`src/rtl/pc_sequencer.sv`:
```
// -----------------------------------------------------------------------------
// pc_sequencer
//
// Fetch program-counter sequencer. Each rising edge picks the next PC from, in
// falling priority: reset vector, trap vector, mret return (mepc), jump/branch
// target, and sequential PC+INC; otherwise the PC holds. Jump targets that
// are not INC-aligned are rejected with a one-cycle o_misaligned pulse. A
// small circular return-address stack (RAS) records call return addresses
// for return prediction in fetch.
//
// Ports
//   i_clk           clock, all state updates on the rising edge
//   i_rst           synchronous active-high reset
//   i_load_PC       advance enable (jump target or sequential)
//   i_jump_DV       jump/branch taken, qualified by i_load_PC
//   i_jump_address  jump/branch target
//   i_call / i_ret  accepted jump is a call (push) / return (pop)
//   i_trap          trap request, i_trap_vector is the handler address
//   i_mret          return from trap, i_mepc is the destination
//   o_PC            current PC
//   o_prev_PC       PC before the most recent update
//   o_misaligned    one-cycle pulse: jump rejected as misaligned
//   o_bad_addr      rejected target, valid while o_misaligned is 1
//   o_ras_top       predicted return address (0 when the RAS is empty)
//   o_ras_empty     RAS holds no entries
// -----------------------------------------------------------------------------
module pc_sequencer #(
  parameter int unsigned          XLEN         = 32,
  parameter logic [XLEN-1:0]      RESET_VECTOR = XLEN'(32'h8000_0000),
  parameter int unsigned          INC          = 4,
  parameter int unsigned          RAS_DEPTH    = 4
) (
  input  logic            i_clk,
  input  logic            i_rst,
  input  logic            i_load_PC,
  input  logic            i_jump_DV,
  input  logic [XLEN-1:0] i_jump_address,
  input  logic            i_call,
  input  logic            i_ret,
  input  logic            i_trap,
  input  logic [XLEN-1:0] i_trap_vector,
  input  logic            i_mret,
  input  logic [XLEN-1:0] i_mepc,
  output logic [XLEN-1:0] o_PC,
  output logic [XLEN-1:0] o_prev_PC,
  output logic            o_misaligned,
  output logic [XLEN-1:0] o_bad_addr,
  output logic [XLEN-1:0] o_ras_top,
  output logic            o_ras_empty
);

  localparam int unsigned LSB_W = $clog2(INC);
  localparam int unsigned PTR_W = $clog2(RAS_DEPTH);
  localparam int unsigned CNT_W = PTR_W + 1;

  localparam logic [XLEN-1:0]  C_INC      = XLEN'(INC);
  localparam logic [XLEN-1:0]  C_WORD_MSK = ~XLEN'(3);
  localparam logic [CNT_W-1:0] C_FULL     = CNT_W'(RAS_DEPTH);

  logic [XLEN-1:0]  r_pc;
  logic [XLEN-1:0]  r_prev_pc;
  logic             r_misaligned;
  logic [XLEN-1:0]  r_bad_addr;
  logic [XLEN-1:0]  r_ras [RAS_DEPTH];
  logic [PTR_W-1:0] r_ras_ptr;
  logic [CNT_W-1:0] r_ras_cnt;

  logic             w_jump;
  logic             w_accept;
  logic             w_reject;
  logic             w_pc_upd;
  logic [XLEN-1:0]  w_pc_next;
  logic [XLEN-1:0]  w_ret_addr;
  logic [PTR_W-1:0] w_top_idx;
  logic             w_ras_wr;
  logic [PTR_W-1:0] w_ras_widx;
  logic [PTR_W-1:0] w_ptr_next;
  logic [CNT_W-1:0] w_cnt_next;

  // Trap and mret take precedence, so a jump only counts when neither is set.
  assign w_jump     = i_load_PC & i_jump_DV & ~i_trap & ~i_mret;
  assign w_accept   = w_jump & (i_jump_address[LSB_W-1:0] == '0);
  assign w_reject   = w_jump & ~w_accept;
  // A rejected jump is the only i_load_PC case in which the PC does not move.
  assign w_pc_upd   = i_trap | i_mret | w_accept | (i_load_PC & ~i_jump_DV);
  assign w_ret_addr = r_pc + C_INC;
  assign w_top_idx  = r_ras_ptr - PTR_W'(1);

  always_comb begin
    // NOTE: every always_comb output gets a default first so no path can
    // leave it unassigned and infer a latch.
    w_pc_next = r_pc + C_INC;
    if (i_trap)        w_pc_next = i_trap_vector & C_WORD_MSK;
    else if (i_mret)   w_pc_next = i_mepc & C_WORD_MSK;
    else if (i_jump_DV) w_pc_next = i_jump_address;
  end

  // RAS control: writes at ptr for a push, at ptr-1 for a swap.
  always_comb begin
    w_ras_wr   = 1'b0;
    w_ras_widx = r_ras_ptr;
    w_ptr_next = r_ras_ptr;
    w_cnt_next = r_ras_cnt;
    if (w_accept) begin
      if (i_call && (!i_ret || r_ras_cnt == '0)) begin
        // Push; when full the oldest entry is overwritten by the wrap.
        w_ras_wr   = 1'b1;
        w_ptr_next = r_ras_ptr + PTR_W'(1);
        if (r_ras_cnt != C_FULL) w_cnt_next = r_ras_cnt + CNT_W'(1);
      end else if (i_call && i_ret) begin
        w_ras_wr   = 1'b1;
        w_ras_widx = w_top_idx;
      end else if (i_ret && r_ras_cnt != '0) begin
        w_ptr_next = w_top_idx;
        w_cnt_next = r_ras_cnt - CNT_W'(1);
      end
    end
  end

  always_ff @(posedge i_clk) begin
    // NOTE: sequential state uses non-blocking assignments so every register
    // samples pre-edge values regardless of statement order.
    if (i_rst) begin
      r_pc         <= RESET_VECTOR;
      r_prev_pc    <= RESET_VECTOR;
      r_misaligned <= 1'b0;
      r_bad_addr   <= '0;
      r_ras_ptr    <= '0;
      r_ras_cnt    <= '0;
    end else begin
      r_misaligned <= w_reject;
      if (w_reject) r_bad_addr <= i_jump_address;
      if (w_pc_upd) begin
        r_prev_pc <= r_pc;
        r_pc      <= w_pc_next;
      end
      r_ras_ptr <= w_ptr_next;
      r_ras_cnt <= w_cnt_next;
    end
  end

  // NOTE: RAS entries are not reset; the count alone defines which entries
  // are live, and o_ras_top is forced to 0 while the count is zero.
  always_ff @(posedge i_clk) begin
    if (w_ras_wr) r_ras[w_ras_widx] <= w_ret_addr;
  end

  assign o_PC         = r_pc;
  assign o_prev_PC    = r_prev_pc;
  assign o_misaligned = r_misaligned;
  assign o_bad_addr   = r_bad_addr;
  assign o_ras_empty  = (r_ras_cnt == '0);
  assign o_ras_top    = (r_ras_cnt == '0) ? '0 : r_ras[w_top_idx];

endmodule

```
`config.mk`:
```
export PLATFORM = sky130hd
export DESIGN_NAME = pc_sequencer
export DESIGN_NICKNAME = d
export VERILOG_FILES = /design/src/rtl/pc_sequencer.sv
export SDC_FILE = /design/constraint.sdc
export NUM_CORES = 1
export LEC_CHECK = 0
export ABC_AREA = 1
export ABC_CLOCK_PERIOD_IN_PS = 7500
export CAP_MARGIN = 20
export CORE_ASPECT_RATIO = 1.2
export CORE_MARGIN = 4
export CORE_UTILIZATION = 55
export DETAILED_ROUTE_END_ITERATION = 10
export PLACE_DENSITY_LB_ADDON = 0.25
export SYNTH_ARGS = -nofsm -noshare
export SYNTH_HDL_FRONTEND = slang
export SYNTH_SLANG_ARGS = --single-unit
```
`constraint.sdc`:
```
create_clock -name i_clk -period 7.5 [get_ports i_clk]
set_input_delay 1.5 -clock i_clk [delete_from_list [all_inputs] [get_ports i_clk]]
set_output_delay 1.5 -clock i_clk [all_outputs]
set_load 0.01 [all_outputs]
```
[Yosys cells after proc, flatten, opt, wreduce, memory -nomap -nowiden]
Memories as Yosys holds them, arrays and structs flattened.
Cells that the tools add are included.
Storage, ports and cells
  flip-flop bits (word level): 102
  bits in writable memories: 128
  bits of input ports: 104
  logic and storage cells: 58
  memories: 1
Memory list
  r_ras: depth 4, width 32, read ports 1, clocked after memory_dff 0, write ports 1, RTL line 64  | logic [XLEN-1:0] r_ras [RAS_DEPTH];
Cells by class
  add/sub/neg operators: 5
  equality and inequality tests: 3
  mux-type cells: 19
  bitwise logic cells: 13
  reduce and logical (&&, ||, !) cells: 11
Operator list (count)
  32-bit 2-to-1 mux: 4
  32-bit by 3-bit adder with 32-bit output, second input constant: 1
  2-bit 2-to-1 mux: 6
  3-bit 2-to-1 mux: 4
  1-bit AND: 6
  1-bit 2-to-1 mux: 5
  1-bit NOT: 4
  4-bit AND reduction: 1
  3-bit by 1-bit adder with 3-bit output, second input constant: 1
  1-bit logical AND: 3
  3-bit zero test: 1
  3-bit inequality test, second input constant: 1
  1-bit OR: 3
  3-bit AND reduction: 1
  3-bit nonzero test: 1
  3-bit by 1-bit subtractor with 3-bit output, second input constant: 1
  2-bit by 1-bit adder with 2-bit output, second input constant: 1
  2-bit zero test: 1
  2-bit by 1-bit inequality test with 1-bit output, second input constant: 1
  2-bit inequality test, second input constant: 1
  2-bit nonzero test: 1
  2-bit by 1-bit subtractor with 2-bit output, second input constant: 1
  1-bit zero test: 1
  1-bit logical OR: 1

[Logic depth before layout (Yosys ltp)]
  depth after elaboration: 7
  gate-level depth with buffers: 12
  depth with buffers taken out: 12

[Worst setup path before layout]
Ideal clock, no wire load.
  path type: in2reg
  from: input i_mret
  to: memory r_ras[0][0] (enable)
  data arrival time: 3878 ps
  required time: 7079 ps
  path slack: 3201 ps
  cell stages on the path: 10
  buffers on the path: 1
  cell sequence: buf_4 nor2_8 nand2_2 nor2_4 nand2_2 nor2_2 nand2_1 xor2_1 inv_1 nor2_1
On the way
  longest elaborated chain between the ends: 6
RTL lines
  from (decl): RTL line 42  | input logic i_mret,
  1-bit NOT *: RTL line 81  | assign w_jump = i_load_PC & i_jump_DV & ~i_trap & ~i_mret;
  1-bit AND *: RTL line 81
  1-bit AND *: RTL line 82  | assign w_accept = w_jump & (i_jump_address[LSB_W-1:0] == '0);
  1-bit 2-to-1 mux: RTL line 104  | if (w_accept) begin
  1-bit 2-to-1 mux: RTL line 145  | if (w_ras_wr) r_ras[w_ras_widx] <= w_ret_addr;
  1-bit 2-to-1 mux (implied by the code): RTL line 145
  to (decl): RTL line 64
Every way passes the cells marked *; elsewhere a longest branch is shown, timed or not.

[Worst setup path in the final report]
  from: register r_ras_ptr[1]
  to: output o_ras_top[15]
On the way
  longest elaborated chain between the ends: 3
RTL lines
  from (decl): RTL line 65  | logic [PTR_W-1:0] r_ras_ptr;
  from (signal assigned): RTL line 137  | r_ras_ptr <= w_ptr_next;
  2-bit by 1-bit subtractor with 2-bit output: RTL line 87  | assign w_top_idx = r_ras_ptr - PTR_W'(1);
  memory 4 x 32 bit
  32-bit 2-to-1 mux: RTL line 153  | assign o_ras_top = (r_ras_cnt == '0) ? '0 : r_ras[w_top_idx];
  to (decl): RTL line 48  | output logic [XLEN-1:0] o_ras_top,
Every way passes these cells.

==> run_results.csv <==
group,metric,value,unit
detailed_routing,vias,9140,
place,place.gp.congestion,0.949,
floorplan,dieArea,21100,um2
power,p_per_area,210,nW/um2
floorplan,row_count,54,
detailed_routing,routed-wl-met3,2680,um
detailed_routing,first_pass_iters,5,
place,port-buffer-count,229,
logic_synthesis,netlist_top_cells_area,"edfxtp_1, dfxtp_1, nand2_1",
detailed_routing,wl_met1,12100,um
run,maxCapViolCount,0,
logic_synthesis,ys_seq_elements,230,
sta,worst_pin_slew,1.03,ns
outcome,outcome,"complete, no violations",
global_routing,antenna_found_initial,0,
sta,drv_slew,0,
worst_setup_path,cpPeakStageDelay,0.59,ns
cells_and_area,drive_gt1_share,8.12,%
clock_network,hold_buffers,0,
logic_synthesis,postSynthCellCount,1178,
floorplan,pin_count,234,
clock_network,cts_resized,0,
sta,hold_violations,0,
worst_setup_path,crit_path_end_kind,"output port",
logic_synthesis,synthFlopType,"edfxtp_1",
cells_and_area,n_fill_cell,1419,
clock_network,clk_latency,0.51,ns
global_routing,grt_max_degree,117,
detailed_routing,wirelength,30600,um
detailed_routing,drtIter0Drc,865,
cells_and_area,nets,1482,
sta,skew,0.0165,ns
detailed_routing,vias_per_cell,5.56,
detailed_routing,wl_met2,14900,um
logic_synthesis,syn-num-nets,1284,
detailed_routing,antenna_left,0,
global_routing,grt_pass1_vias,8668,
clock_network,cts_tree,"built",
sta,tns,0,ns
floorplan,coreArea,18400,um2
clock_network,cts.clk_slew.worst_paths,0.06,ns
worst_setup_path,cp.required,6.00,ns
detailed_routing,topRoutingLayerUsed,"met4",
cells_and_area,area_growth,30.6,%
worst_setup_path,critPathLaunchType,"register",
floorplan,die_x,133,um
floorplan,die_height,158,um
clock_network,cts_buffers,23,
sta,fin_crit_sh,58.6,%
global_routing,grt_usage,28.0,%
sta,timing.slew.headroom,31.6,%
worst_setup_path,arrival,2.90,ns
sta,finalCriticalPeriod,4.40,ns
worst_setup_path,cp_slowest_cell,"nor2_2",
logic_synthesis,synth_edf_count,128,
cells_and_area,post-route-util,73.6,%
worst_setup_path,crit_type,"reg -> out",
detailed_routing,drc_errors,0,
clock_network,htree_levels,1,
logic_synthesis,ys.warnings.count,0,
worst_setup_path,path_max_fanout,18,
logic_synthesis,yosysSeqAreaShare,56.8,%
clock_network,clock-sinks,230,
place,dpl.hpwl,21000,um
clock_network,clock-root-buffer,"clkbuf_16",
global_routing,grt_overflow_total,0,
detailed_routing,wire_per_inst,18.6,um
worst_hold_path,hold_path_class,"reg -> reg",
global_routing,grt_pass1_wl,46600,um
clock_network,cts_buffer_depth,3,
power,leakage,5.05,nW
power,peakVddDrop,174,uV
logic_synthesis,syn_area_per_cell,8.80,um2
logic_synthesis,synth_top_area_cell,"edfxtp_1",
sta,setup_viol,0,
floorplan,start_util,56.4,%
worst_setup_path,path_cells,"inv_1 > nor2_2 > buf_4 > nand2_1 > a31oi_1 > clkdlybuf4s50_1",
logic_synthesis,synth.top_cell.area_share,37.1,%
cells_and_area,diodes,0,
clock_network,cts_setup_buffers,0,
sta,rsz0062_at_grt,"false",
sta,max_freq,227,MHz
worst_setup_path,rrSetupSlack,4.41,ns
logic_synthesis,ys_types,40,
logic_synthesis,syn_area,10400,um2
logic_synthesis,synthArstFlopShare,0,%
-- cell usage after synthesis (2+ instances only) --
cell,number
buf_2,16
o211ai_1,4
a22o_1,31
a31oi_1,30
o21bai_1,4
nor2_1,166
dfxtp_1,102
clkinv_1,2
or2_2,21
buf_4,4
nand2_1,264
o21ai_0,108
nor3_1,5
xor2_1,10
nand2_2,7
nor2_4,4
a41oi_1,2
a21oi_1,90
inv_1,45
inv_2,5
o21ai_1,11
nor2_2,16
a22oi_1,2
buf_1,2
nand4_1,3
nand3_1,36
clkbuf_1,48
edfxtp_1,128
-- sequential cells by signal (all words and copies together), names as in the netlist --
name / flops
r_ras_cnt: 3
o_PC: 32
r_ras: 128
o_prev_PC: 32
o_bad_addr: 32
o_misaligned: 1
r_ras_ptr: 2
-- layer usage --
metal  track usage [%]  vias up
met1              36.4     4264
met2              47.2      404
met4              8.77        0
met3              6.48       72
li1                  -     4400
met5                 0        -
-- cell families after synthesis --
family                     share of synthesized area, %
buffers and inverters                              4.76
xor gates and xnor gates                          0.930
DFF                                                56.8
and+or+nand+nor                                    21.4
muxes                                            0.0966
AOI/OAI and AO/OA                                  15.7
adders and majority gates                         0.314
-- placed cells by master (no fill, tap or decap), types with 2 or more instances in the layout --
cell | netlist | routed
a41oi_1 | 2 | 2
o21ai_0 | 108 | 108
nand3_1 | 36 | 36
clkdlybuf4s50_1 | 0 | 228
clkinvlp_4 | 0 | 2
nor2_1 | 166 | 160
clkbuf_16 | 0 | 23
nand2_2 | 7 | 7
edfxtp_1 | 128 | 128
o21bai_1 | 4 | 4
clkinv_1 | 2 | 6
a22o_1 | 31 | 31
buf_4 | 4 | 13
o21ai_1 | 11 | 11
or2_2 | 21 | 21
nor2_2 | 16 | 22
a31oi_1 | 30 | 30
a22oi_1 | 2 | 2
clkbuf_1 | 48 | 6
nand2_1 | 264 | 263
o211ai_1 | 4 | 4
dfxtp_1 | 102 | 102
nand4_1 | 3 | 3
xor2_1 | 10 | 10
a21oi_1 | 90 | 90
inv_2 | 5 | 6
inv_1 | 45 | 44
nor2_4 | 4 | 4
nor3_1 | 5 | 5
bufinv_16 | 0 | 2
-- worst max-delay path: cells and delay by family, from the launching register on --
kind | cells | cell delay [ns]
AOI/OAI and AO/OA | 1 | 0.29
DFF | 1 | 0.34
and+or+nand+nor | 2 | 0.69
buffers and inverters | 3 | 1.06
-- stage by stage --
| stage | worst slack (ns) | total power [mW] | cells | hold WS (ns) | cell area [um2] |
|---|---|---|---|---|---|
| 6_report | 3.10 | 2.84 | 1644 | 0.469 | 13500 |
| 5_1_grt | 2.96 | 2.93 | 1644 | 0.509 | 13500 |
| 4_1_cts | 2.73 | 2.85 | 1643 | 0.473 | 13500 |
| 3_5_place_dp | 2.84 | 1.76 | 1602 | 0.461 | 12800 |
| 3_3_place_gp | 2.93 | 1.75 | 1602 | 0.453 | 12800 |
| 2_1_floorplan | 3.20 | 1.57 | 1178 | 0.476 | 10400 |
-- final timing paths --
| check | startpoint | endpoint | cells after the start |
|---|---|---|---|
| worst max-delay path | r_ras_ptr[1]$_SDFFE_PP0P_ | o_ras_top[15] | 6 |
| worst min-delay path | o_bad_addr[1]$_SDFFE_PP0P_ | o_bad_addr[1]$_SDFFE_PP0P_ | 2 |
| worst max register to register | r_ras_ptr[1]$_SDFFE_PP0P_ | r_ras[0][28]$_DFFE_PP_ | 8 |
| worst min register to register | o_bad_addr[1]$_SDFFE_PP0P_ | o_bad_addr[1]$_SDFFE_PP0P_ | 2 |
-- area by class of cell --
cell class | count | area [um2] | share of cell area, %
flip-flops and latches | 230 | 5890 | 43.5
multi-input cells | 826 | 4010 | 29.6
repair buffers | 243 | 2410 | 17.8
clock buffers | 29 | 598 | 4.42
well taps | 252 | 315 | 2.33
inverters | 52 | 195 | 1.44
clock inverters | 12 | 118 | 0.869
-- where the power goes --
part           total (mW)  switching [mW]  internal [mW]
registers            1.41          0.0384           1.37
logic               0.327           0.176          0.151
clock network        1.10           0.468          0.635
total                2.84           0.683           2.16
Note: power is estimated with default switching activity, not from simulation.
